`src/rtl/serial_sub_ctrl.sv`:
```
// -----------------------------------------------------------------------------
// serial_sub_ctrl
//   Bit-serial subtraction controller. Computes diff = a - b - bin (mod 2^WIDTH)
//   and the final borrow by running one full-subtract cell (two half-subtractor
//   stages) over WIDTH cycles, LSB first, behind a start/ready/done handshake.
//
// Ports
//   clk    : rising-edge clock
//   rst    : synchronous, active-high reset
//   start  : request, accepted only on an edge where ready=1
//   a, b   : minuend / subtrahend, sampled on the accepting edge only
//   bin    : borrow-in, sampled on the accepting edge only
//   ready  : high in IDLE only
//   busy   : high in RUN only
//   done   : one-cycle pulse in DONE
//   diff   : result, held from DONE until the next accepted start
//   borrow : final borrow-out, held with diff
// -----------------------------------------------------------------------------
module serial_sub_ctrl #(
    parameter int WIDTH = 8
) (
    input  logic             clk,
    input  logic             rst,
    input  logic             start,
    input  logic [WIDTH-1:0] a,
    input  logic [WIDTH-1:0] b,
    input  logic             bin,
    output logic             ready,
    output logic             busy,
    output logic             done,
    output logic [WIDTH-1:0] diff,
    output logic             borrow
);

    localparam int CW = $clog2(WIDTH);
    localparam logic [CW-1:0] CNT_LAST = CW'(WIDTH - 1);
    localparam logic [CW-1:0] CNT_ONE  = CW'(1);

    typedef enum logic [1:0] {
        ST_IDLE = 2'b00,
        ST_RUN  = 2'b01,
        ST_DONE = 2'b10
    } state_t;

    state_t           state_r;
    logic [WIDTH-1:0] a_r;
    logic [WIDTH-1:0] b_r;
    logic             br_r;
    logic [CW-1:0]    cnt_r;
    logic [WIDTH-1:0] res_r;

    logic [1:0]       cell_s;      // {borrow_out, difference_bit}
    logic [WIDTH-1:0] res_next_s;

    // One full-subtract cell built from two half-subtractor stages.
    function automatic logic [1:0] full_sub(input logic ai, input logic bi, input logic bri);
        logic h1_d;
        logic h1_b;
        logic h2_d;
        logic h2_b;
        h1_d = ai ^ bi;
        h1_b = ~ai & bi;
        h2_d = h1_d ^ bri;
        h2_b = ~h1_d & bri;
        return {h1_b | h2_b, h2_d};
    endfunction

    // Current-bit subtract and the result word after shifting the new bit in at the MSB.
    always_comb begin
        cell_s     = full_sub(a_r[0], b_r[0], br_r);
        res_next_s = {cell_s[0], res_r[WIDTH-1:1]};
    end

    // Control FSM, operand/result shifting and registered handshake outputs.
    always_ff @(posedge clk) begin
        if (rst) begin
            state_r <= ST_IDLE;
            a_r     <= {WIDTH{1'b0}};
            b_r     <= {WIDTH{1'b0}};
            br_r    <= 1'b0;
            cnt_r   <= {CW{1'b0}};
            res_r   <= {WIDTH{1'b0}};
            ready   <= 1'b1;
            busy    <= 1'b0;
            done    <= 1'b0;
            diff    <= {WIDTH{1'b0}};
            borrow  <= 1'b0;
        end else begin
            case (state_r)
                ST_IDLE: begin
                    if (start) begin
                        a_r     <= a;
                        b_r     <= b;
                        br_r    <= bin;
                        cnt_r   <= {CW{1'b0}};
                        res_r   <= {WIDTH{1'b0}};
                        state_r <= ST_RUN;
                        ready   <= 1'b0;
                        busy    <= 1'b1;
                    end else begin
                        state_r <= ST_IDLE;
                        ready   <= 1'b1;
                        busy    <= 1'b0;
                    end
                    done <= 1'b0;
                end
                ST_RUN: begin
                    a_r   <= {1'b0, a_r[WIDTH-1:1]};
                    b_r   <= {1'b0, b_r[WIDTH-1:1]};
                    br_r  <= cell_s[1];
                    res_r <= res_next_s;
                    cnt_r <= cnt_r + CNT_ONE;
                    if (cnt_r == CNT_LAST) begin
                        // Last bit: publish the full word and the final borrow.
                        state_r <= ST_DONE;
                        busy    <= 1'b0;
                        done    <= 1'b1;
                        diff    <= res_next_s;
                        borrow  <= cell_s[1];
                    end else begin
                        state_r <= ST_RUN;
                        busy    <= 1'b1;
                        done    <= 1'b0;
                    end
                    ready <= 1'b0;
                end
                ST_DONE: begin
                    // start is not looked at here, so nothing gets queued.
                    state_r <= ST_IDLE;
                    done    <= 1'b0;
                    busy    <= 1'b0;
                    ready   <= 1'b1;
                end
                default: begin
                    state_r <= ST_IDLE;
                    done    <= 1'b0;
                    busy    <= 1'b0;
                    ready   <= 1'b1;
                end
            endcase
        end
    end

endmodule

```
`config.mk`:
```
export PLATFORM = sky130hd
export DESIGN_NAME = serial_sub_ctrl
export DESIGN_NICKNAME = d
export VERILOG_FILES = /design/src/rtl/serial_sub_ctrl.sv
export SDC_FILE = /design/constraint.sdc
export NUM_CORES = 1
export LEC_CHECK = 0
export ABC_AREA = 1
export CORE_MARGIN = 2
export CORE_UTILIZATION = 50
export CTS_CLUSTER_DIAMETER = 80
export DETAILED_ROUTE_END_ITERATION = 8
export PLACE_DENSITY = 0.77
export SLEW_MARGIN = 10
export SYNTH_ARGS = -nofsm -noshare
export SYNTH_HDL_FRONTEND = slang
export SYNTH_SLANG_ARGS = --single-unit
```
`constraint.sdc`:
```
create_clock -name clk -period 2.2 [get_ports clk]
set_input_delay 0.22 -clock clk [delete_from_list [all_inputs] [get_ports clk]]
set_output_delay 0.22 -clock clk [all_outputs]
set_load 0.1 [all_outputs]
```
==> results of run 1 <==
-- Yosys cell counts (3+ instances only) --
cell type	n	area (um2)
inv_2	4	15.0
nor2_1	37	139
clkbuf_1	3	11.3
nand2_1	60	225
a21oi_1	23	115
inv_1	30	113
buf_4	3	22.5
o21ai_0	16	80.1
dfxtp_1	40	801
nand3_1	11	55.1
-- kinds of logic (layout without fill, tap and decap cells) --
kind of cell / count (synthesis) / in the layout / share of synthesized area (%)
fa+ha+maj: 3 / 3 / 2.68
simple gates: 111 / 111 / 26.0
compound gates: 40 / 40 / 11.9
buf+inv: 45 / 78 / 11.8
flops: 40 / 40 / 47.6
-- path summary, 6_finish.rpt --
path,to,slack [ns],depth (start not counted),startpoint
max,a_r[6],0.80,6,state_r[0]
min,b_r[7],0.42,3,b[7]
max reg2reg,a_r[6],0.80,6,state_r[0]
min reg2reg,diff[3],0.47,2,res_r[4]
-- sequential cells by signal, indices dropped and copies added (netlist names) --
| signal | count |
|---|---|
| a_r | 8 |
| b_r | 8 |
| borrow | 1 |
| br_r | 1 |
| cnt_r | 3 |
| diff | 8 |
| done | 1 |
| ready | 1 |
| res_r | 7 |
| state_r | 2 |
-- metal layers --
layer,routed length (um),share of wire [%],vias to the layer above
li1,-,-,799
met1,1540,49,633
met2,1380,44,48
met3,198,6.3,4
met4,31,0.98,0
met5,0,0,-
-- worst max-delay path: stages, from the launching register on --
cell and delay, ns:
dfxtp_1 0.44, inv_1 0.06, nor2_1 0.53, nand2_1 0.11, nand3_1 0.12, nand2_1 0.05
inv_1 0.05
-- through the flow --
| stage | util, % | std cells | total power [mW] | hold WS (ns) | area, um2 |
|---|---|---|---|---|---|
| global route | 63.0 | 318 | 1.52 | 0.448 | 2070 |
| global placement | 60.4 | 310 | 0.969 | 0.452 | 1980 |
| finish | 63.0 | 318 | 1.45 | 0.416 | 2070 |
| detailed placement | 60.4 | 310 | 0.972 | 0.459 | 1980 |
| CTS | 63.0 | 318 | 1.46 | 0.402 | 2070 |
| floorplan | - | 239 | 0.915 | 0.289 | 1680 |
-- final cells by class --
type / count / area [um2]
Clock buffer: 5 / 37.5
Clock inverter: 3 / 47.5
Fill cell: 319 / 1220
Inverter: 35 / 131
Multi-Input combinational cell: 154 / 683
Sequential cell: 40 / 801
Tap cell: 46 / 57.6
Timing Repair Buffer: 35 / 310
-- where the power goes --
part / internal, mW / leakage, nW / switching [mW]
logic: 0.0777 / 0.581 / 0.107
clock network: 0.243 / 0.0454 / 0.250
registers: 0.755 / 0.327 / 0.0178
total: 1.08 / 0.954 / 0.375
==> metrics.md, run 1 <==
| Metric | Value |
|---|---|
| Status | `finished clean` |
| Gp weighted congestion | `0.755` |
| Syn Nets | `262` |
| Async SR Flop Fraction | `0%` |
| Final TNS setup | `0 ns` |
| Critical Setup Path Class | `reg2reg` |
| Number of synthesized flops with an enable pin | `0` |
| H-Tree Depth | `2` |
| Worst path required time | `2.50 ns` |
| Met1 usage in global routing | `26.4%` |
| Synth warn | `0` |
| Grt total ovfl | `0` |
| Core area | `between 3000 and 4000 um2` |
| Cells after Synth | `between 200 and 250` |
| DIE AREA | `3840 um2` |
| WL final | `about 3.1 mm` |
| Input/output buffers | `31` |
| CP Launch Type | `flip-flop` |
| Total GRT Usage | `18.7%` |
| Rows | `21` |
| Post-route ant nets | `0` |
| Clk root buf | `clkbuf_4` |
| Diodes inserted | `0` |
| Dpl ws | `approximately 0.64 ns` |
| Leakage | `0.954 nW` |
| CP Data Arrival Time | `1.70 ns` |
| Nets | `294` |
| Hold crit path type | `in2reg` |
| Synth cell types | `18` |
| Worst-Margin Slew | `0.688 ns` |
| CTS tree | `yes` |
| Clock Skews | `0.00815 ns` |
| Vias in the first global route | `around 1.3k` |
| DRT Pass-1 Iters | `5` |
| Mean Syn Cell Area | `between 7 and 8 um2` |
| Max Cap Violations | `0` |
| Clock sink count | `40` |
| Post-synthesis register bit count | `40` |
| CP Capture Type | `flip-flop` |
| Post-route setup slack | `0.803 ns` |
| Post-CTS Setup Inserts | `0` |
| HPWL Detailed | `2.21 mm` |
| CTS Buffer Depth | `2` |
| RSZ-0062 raised after global routing | `false` |
| Antenna violations before repair | `0` |
| Max Transition Viols Final | `0` |
| IO Count | `32` |
| DRC | `0` |
| Via Count | `1484` |
| Area of the mapped netlist | `approximately 1700 um2` |
| Seq/Total Area, Yosys | `47.6%` |
| CTS resizes | `0` |
| Most common cell after layout, fill and taps aside | `nand2_1` |
| Initial Utilization | `51.2%` |
| Pwr/cell area | `701 nW/um2` |
| Layout area overhead | `23.0%` |
| Worst vdd ir | `approximately 0.39 mV` |
| # setup viols final | `0` |
| Global-route wire length before repair | `~5.3 mm` |
| Hold-fix buffers at CTS | `0` |
| Crit path time final | `between 1 and 1.5 ns` |
| Max-slew headroom | `a little over half` |
| M2 GR Usage | `26.5%` |
| Fmax achieved | `716 MHz` |
| GRT busiest layer | `met2` |
| Hold Fails Final Rpt | `0` |
| Top FF cell, synth | `dfxtp_1` |
| Largest net degree at the start of global routing | `31` |
| Worst skew pair latency | `0.35 ns` |
| CTS clock-pin slew for the worst setup and hold paths | `between 0.1 and 0.15 ns` |
| WL/cell | `9.90 um` |
| Drt via density | `between 4 and 5` |
| Tcrit/Tclk final | `63.5%` |
| DR iter-0 viols | `95` |
| TritonCTS Buffers | `5` |
| Share of cells above drive strength 1 | `11.4%` |
| DIE WIDTH | `62.0 um` |
| Die Span Y | `between 60 and 70 um` |
| CP max FO | `11` |
| Most frequent cells in the layout | `60 x nand2_1, 40 x dfxtp_1, 37 x nor2_1` |
| Met3 Use GR | `6.42%` |
Power figures use the tool's default switching activity.
==> inputs of run 2 (changes only) <==
- clock period: 2.2 -> 1.3 ns (I/O delays scaled with it)
==> metrics.md, run 2 (same netlist as run 1, synthesis figures left out) <==
| Metric | Value |
|---|---|
| Pwr/cell area | `1030 nW/um2 (+47%)` |
| Drt via density | `4.73 (+1.4%)` |
| Via Count | `1533 (+3.3%)` |
| H-Tree Depth | `2 (unchanged)` |
| Critical Setup Path Class | `reg2reg` |
| Final cell count without fillers | `324 (+1.9%)` |
| Hold Fails Final Rpt | `0 (unchanged)` |
| Max Cap Violations | `0 (unchanged)` |
| CP max stage delay | `0.40 ns (-0.13 ns)` |
| Design Area, Final | `2270 um2 (+9.9%)` |
| WL/cell | `9.89 um (-0.14%)` |
| Post-route ant nets | `0 (unchanged)` |
| # setup viols final | `0 (unchanged)` |
| Gp weighted congestion | `0.813 (+7.7%)` |
| Layout area overhead | `35.2%` |
| Initial Utilization | `51.2% (unchanged)` |
| Leakage | `1.02 nW (+6.8%)` |
| WHS | `0.332 ns (-0.0837 ns)` |
| IO Count | `32 (unchanged)` |
| Worst path required time | `1.55 ns (-0.95 ns)` |
| Clk root buf | `clkbuf_4` |
| DIE AREA | `3840 um2 (unchanged)` |
| Clock Skews | `0.0121 ns (+0.00399 ns)` |
| DIE WIDTH | `62.0 um (unchanged)` |
| Tot Pwr | `2.34 mW (+61%)` |
| Worst-Margin Slew | `0.158 ns (-0.530 ns)` |
| Most frequent cells in the layout | `59 x nand2_1, 37 x nor2_1, 36 x dfxtp_1` |
| CP Data Arrival Time | `1.45 ns (-0.25 ns)` |
| Regs by FF count | `a_r x8, b_r x8, diff x8` |
| WL final | `3.20 mm (+1.7%)` |
| DRT Pass-1 Iters | `4 (-1)` |
| CTS Buffer Depth | `2 (unchanged)` |
| DP Area | `2190 um2 (+10%)` |
| Input/output buffers | `31 (unchanged)` |
| Worst hold stages | `3 (unchanged)` |
| Worst skew pair latency | `0.35 ns (about the same)` |
| Critical-path top delay cell | `dfxtp_2` |
| TritonCTS Buffers | `5 (unchanged)` |
| Tcrit/Tclk final | `93.1% (+30 points)` |
| Die Span Y | `62.0 um (unchanged)` |
| Largest net degree at the start of global routing | `20 (-35%)` |
| Most common cell after layout, fill and taps aside | `nand2_1` |
| Core area | `3280 um2 (unchanged)` |
| CTS tree | `yes` |
| Rows | `21 (unchanged)` |
| CTS resizes | `0 (unchanged)` |
| Clock sink count | `40 (unchanged)` |
| Antenna violations before repair | `0 (unchanged)` |
| HPWL Detailed | `2.29 mm (+3.5%)` |
| Global-route wire length before repair | `5.50 mm (+3.5%)` |
| Fill count | `283 (-11%)` |
| DRC | `0 (unchanged)` |
| Grt total ovfl | `0 (unchanged)` |
| Dpl cells | `317 (+2.3%)` |
| Share of cells above drive strength 1 | `15.1% (+3.7 points)` |
| CP max FO | `19 (+8)` |
| Post-CTS Setup Inserts | `0 (unchanged)` |
| Max Transition Viols Final | `0 (unchanged)` |
| Worst r2r path cells | `6 (unchanged)` |
| CP Launch Type | `flip-flop` |
| Total GRT Usage | `19.6% (+0.95 points)` |
| Vias in the first global route | `1398 (+12%)` |
| DR iter-0 viols | `79 (-17%)` |
| CTS clock-pin slew for the worst setup and hold paths | `0.12 ns (about the same)` |
| Worst vdd ir | `0.615 mV (+58%)` |
| Hold crit path type | `in2reg` |
| Hold-fix buffers at CTS | `0 (unchanged)` |
| Fmax achieved | `827 MHz (+15%)` |
| Family with the most delay on the worst path | `flip-flops` |
| Diodes inserted | `0 (unchanged)` |
| WP depth | `6 (unchanged)` |
| Status | `finished clean` |
| Crit path time final | `1.21 ns (-0.187 ns)` |
| Max-slew headroom | `89.4% (+35 points)` |
| Nets | `301 (+2.4%)` |
| Bufs and invs on worst path | `2 (unchanged)` |
| CP Capture Type | `flip-flop` |
| Crit-path cells | `inv_2 -> nand2_2 -> nand2_1 -> buf_4 -> o21ai_0 -> nor2_1` |
| RSZ-0062 raised after global routing | `true` |
[run 2: final cells by class]
type | instances | area [um2] | area share, %
inverter | 35 | 139 | 6.11
sequential | 40 | 808 | 35.6
tap | 46 | 57.6 | 2.53
multi-input combinational | 154 | 691 | 30.4
clock buffer | 7 | 65.1 | 2.86
timing repair buffer | 42 | 513 | 22.6
[run 2: worst reg2reg max path, stage by stage, from the launching register on]
cell	delay, ns
dfxtp_2	0.40
inv_2	0.05
nand2_2	0.13
nand2_1	0.09
buf_4	0.19
o21ai_0	0.17
nor2_1	0.07
[run 2: final timing paths]
check	startpoint	to	slack (ns)
setup / recovery	state_r[1]	b_r[2]	0.09
hold / removal	b[7]	b_r[7]	0.33
setup reg to reg	state_r[1]	b_r[2]	0.09
hold reg to reg	cnt_r[0]	cnt_r[0]	0.43
[run 2: through the flow]
step	setup slack (ns)	utilization [%]	setup TNS (ns)
2_1_floorplan	0.0146	-	0
3_3_place_gp	0.0193	66.7	0
3_5_place_dp	-0.0112	66.7	-0.0339
4_1_cts	0.0144	68.6	0
5_1_grt	-0.00154	69.2	-0.00154
6_report	0.0902	69.2	0
[run 2: power by group]
group          total [mW]  internal [mW]  switching, mW
registers            1.31           1.28         0.0328
clock network       0.689          0.307          0.382
logic               0.341          0.157          0.184
[run 2: per-layer routing]
metal	part of all wire (%)	routed length, um	up-vias	GRT usage, %
met3	5.4	174	5	7.45
li1	-	-	807	-
met1	47	1510	691	24.0
met5	0	0	-	0
met2	46	1470	30	31.5
met4	1.5	48	0	6.99
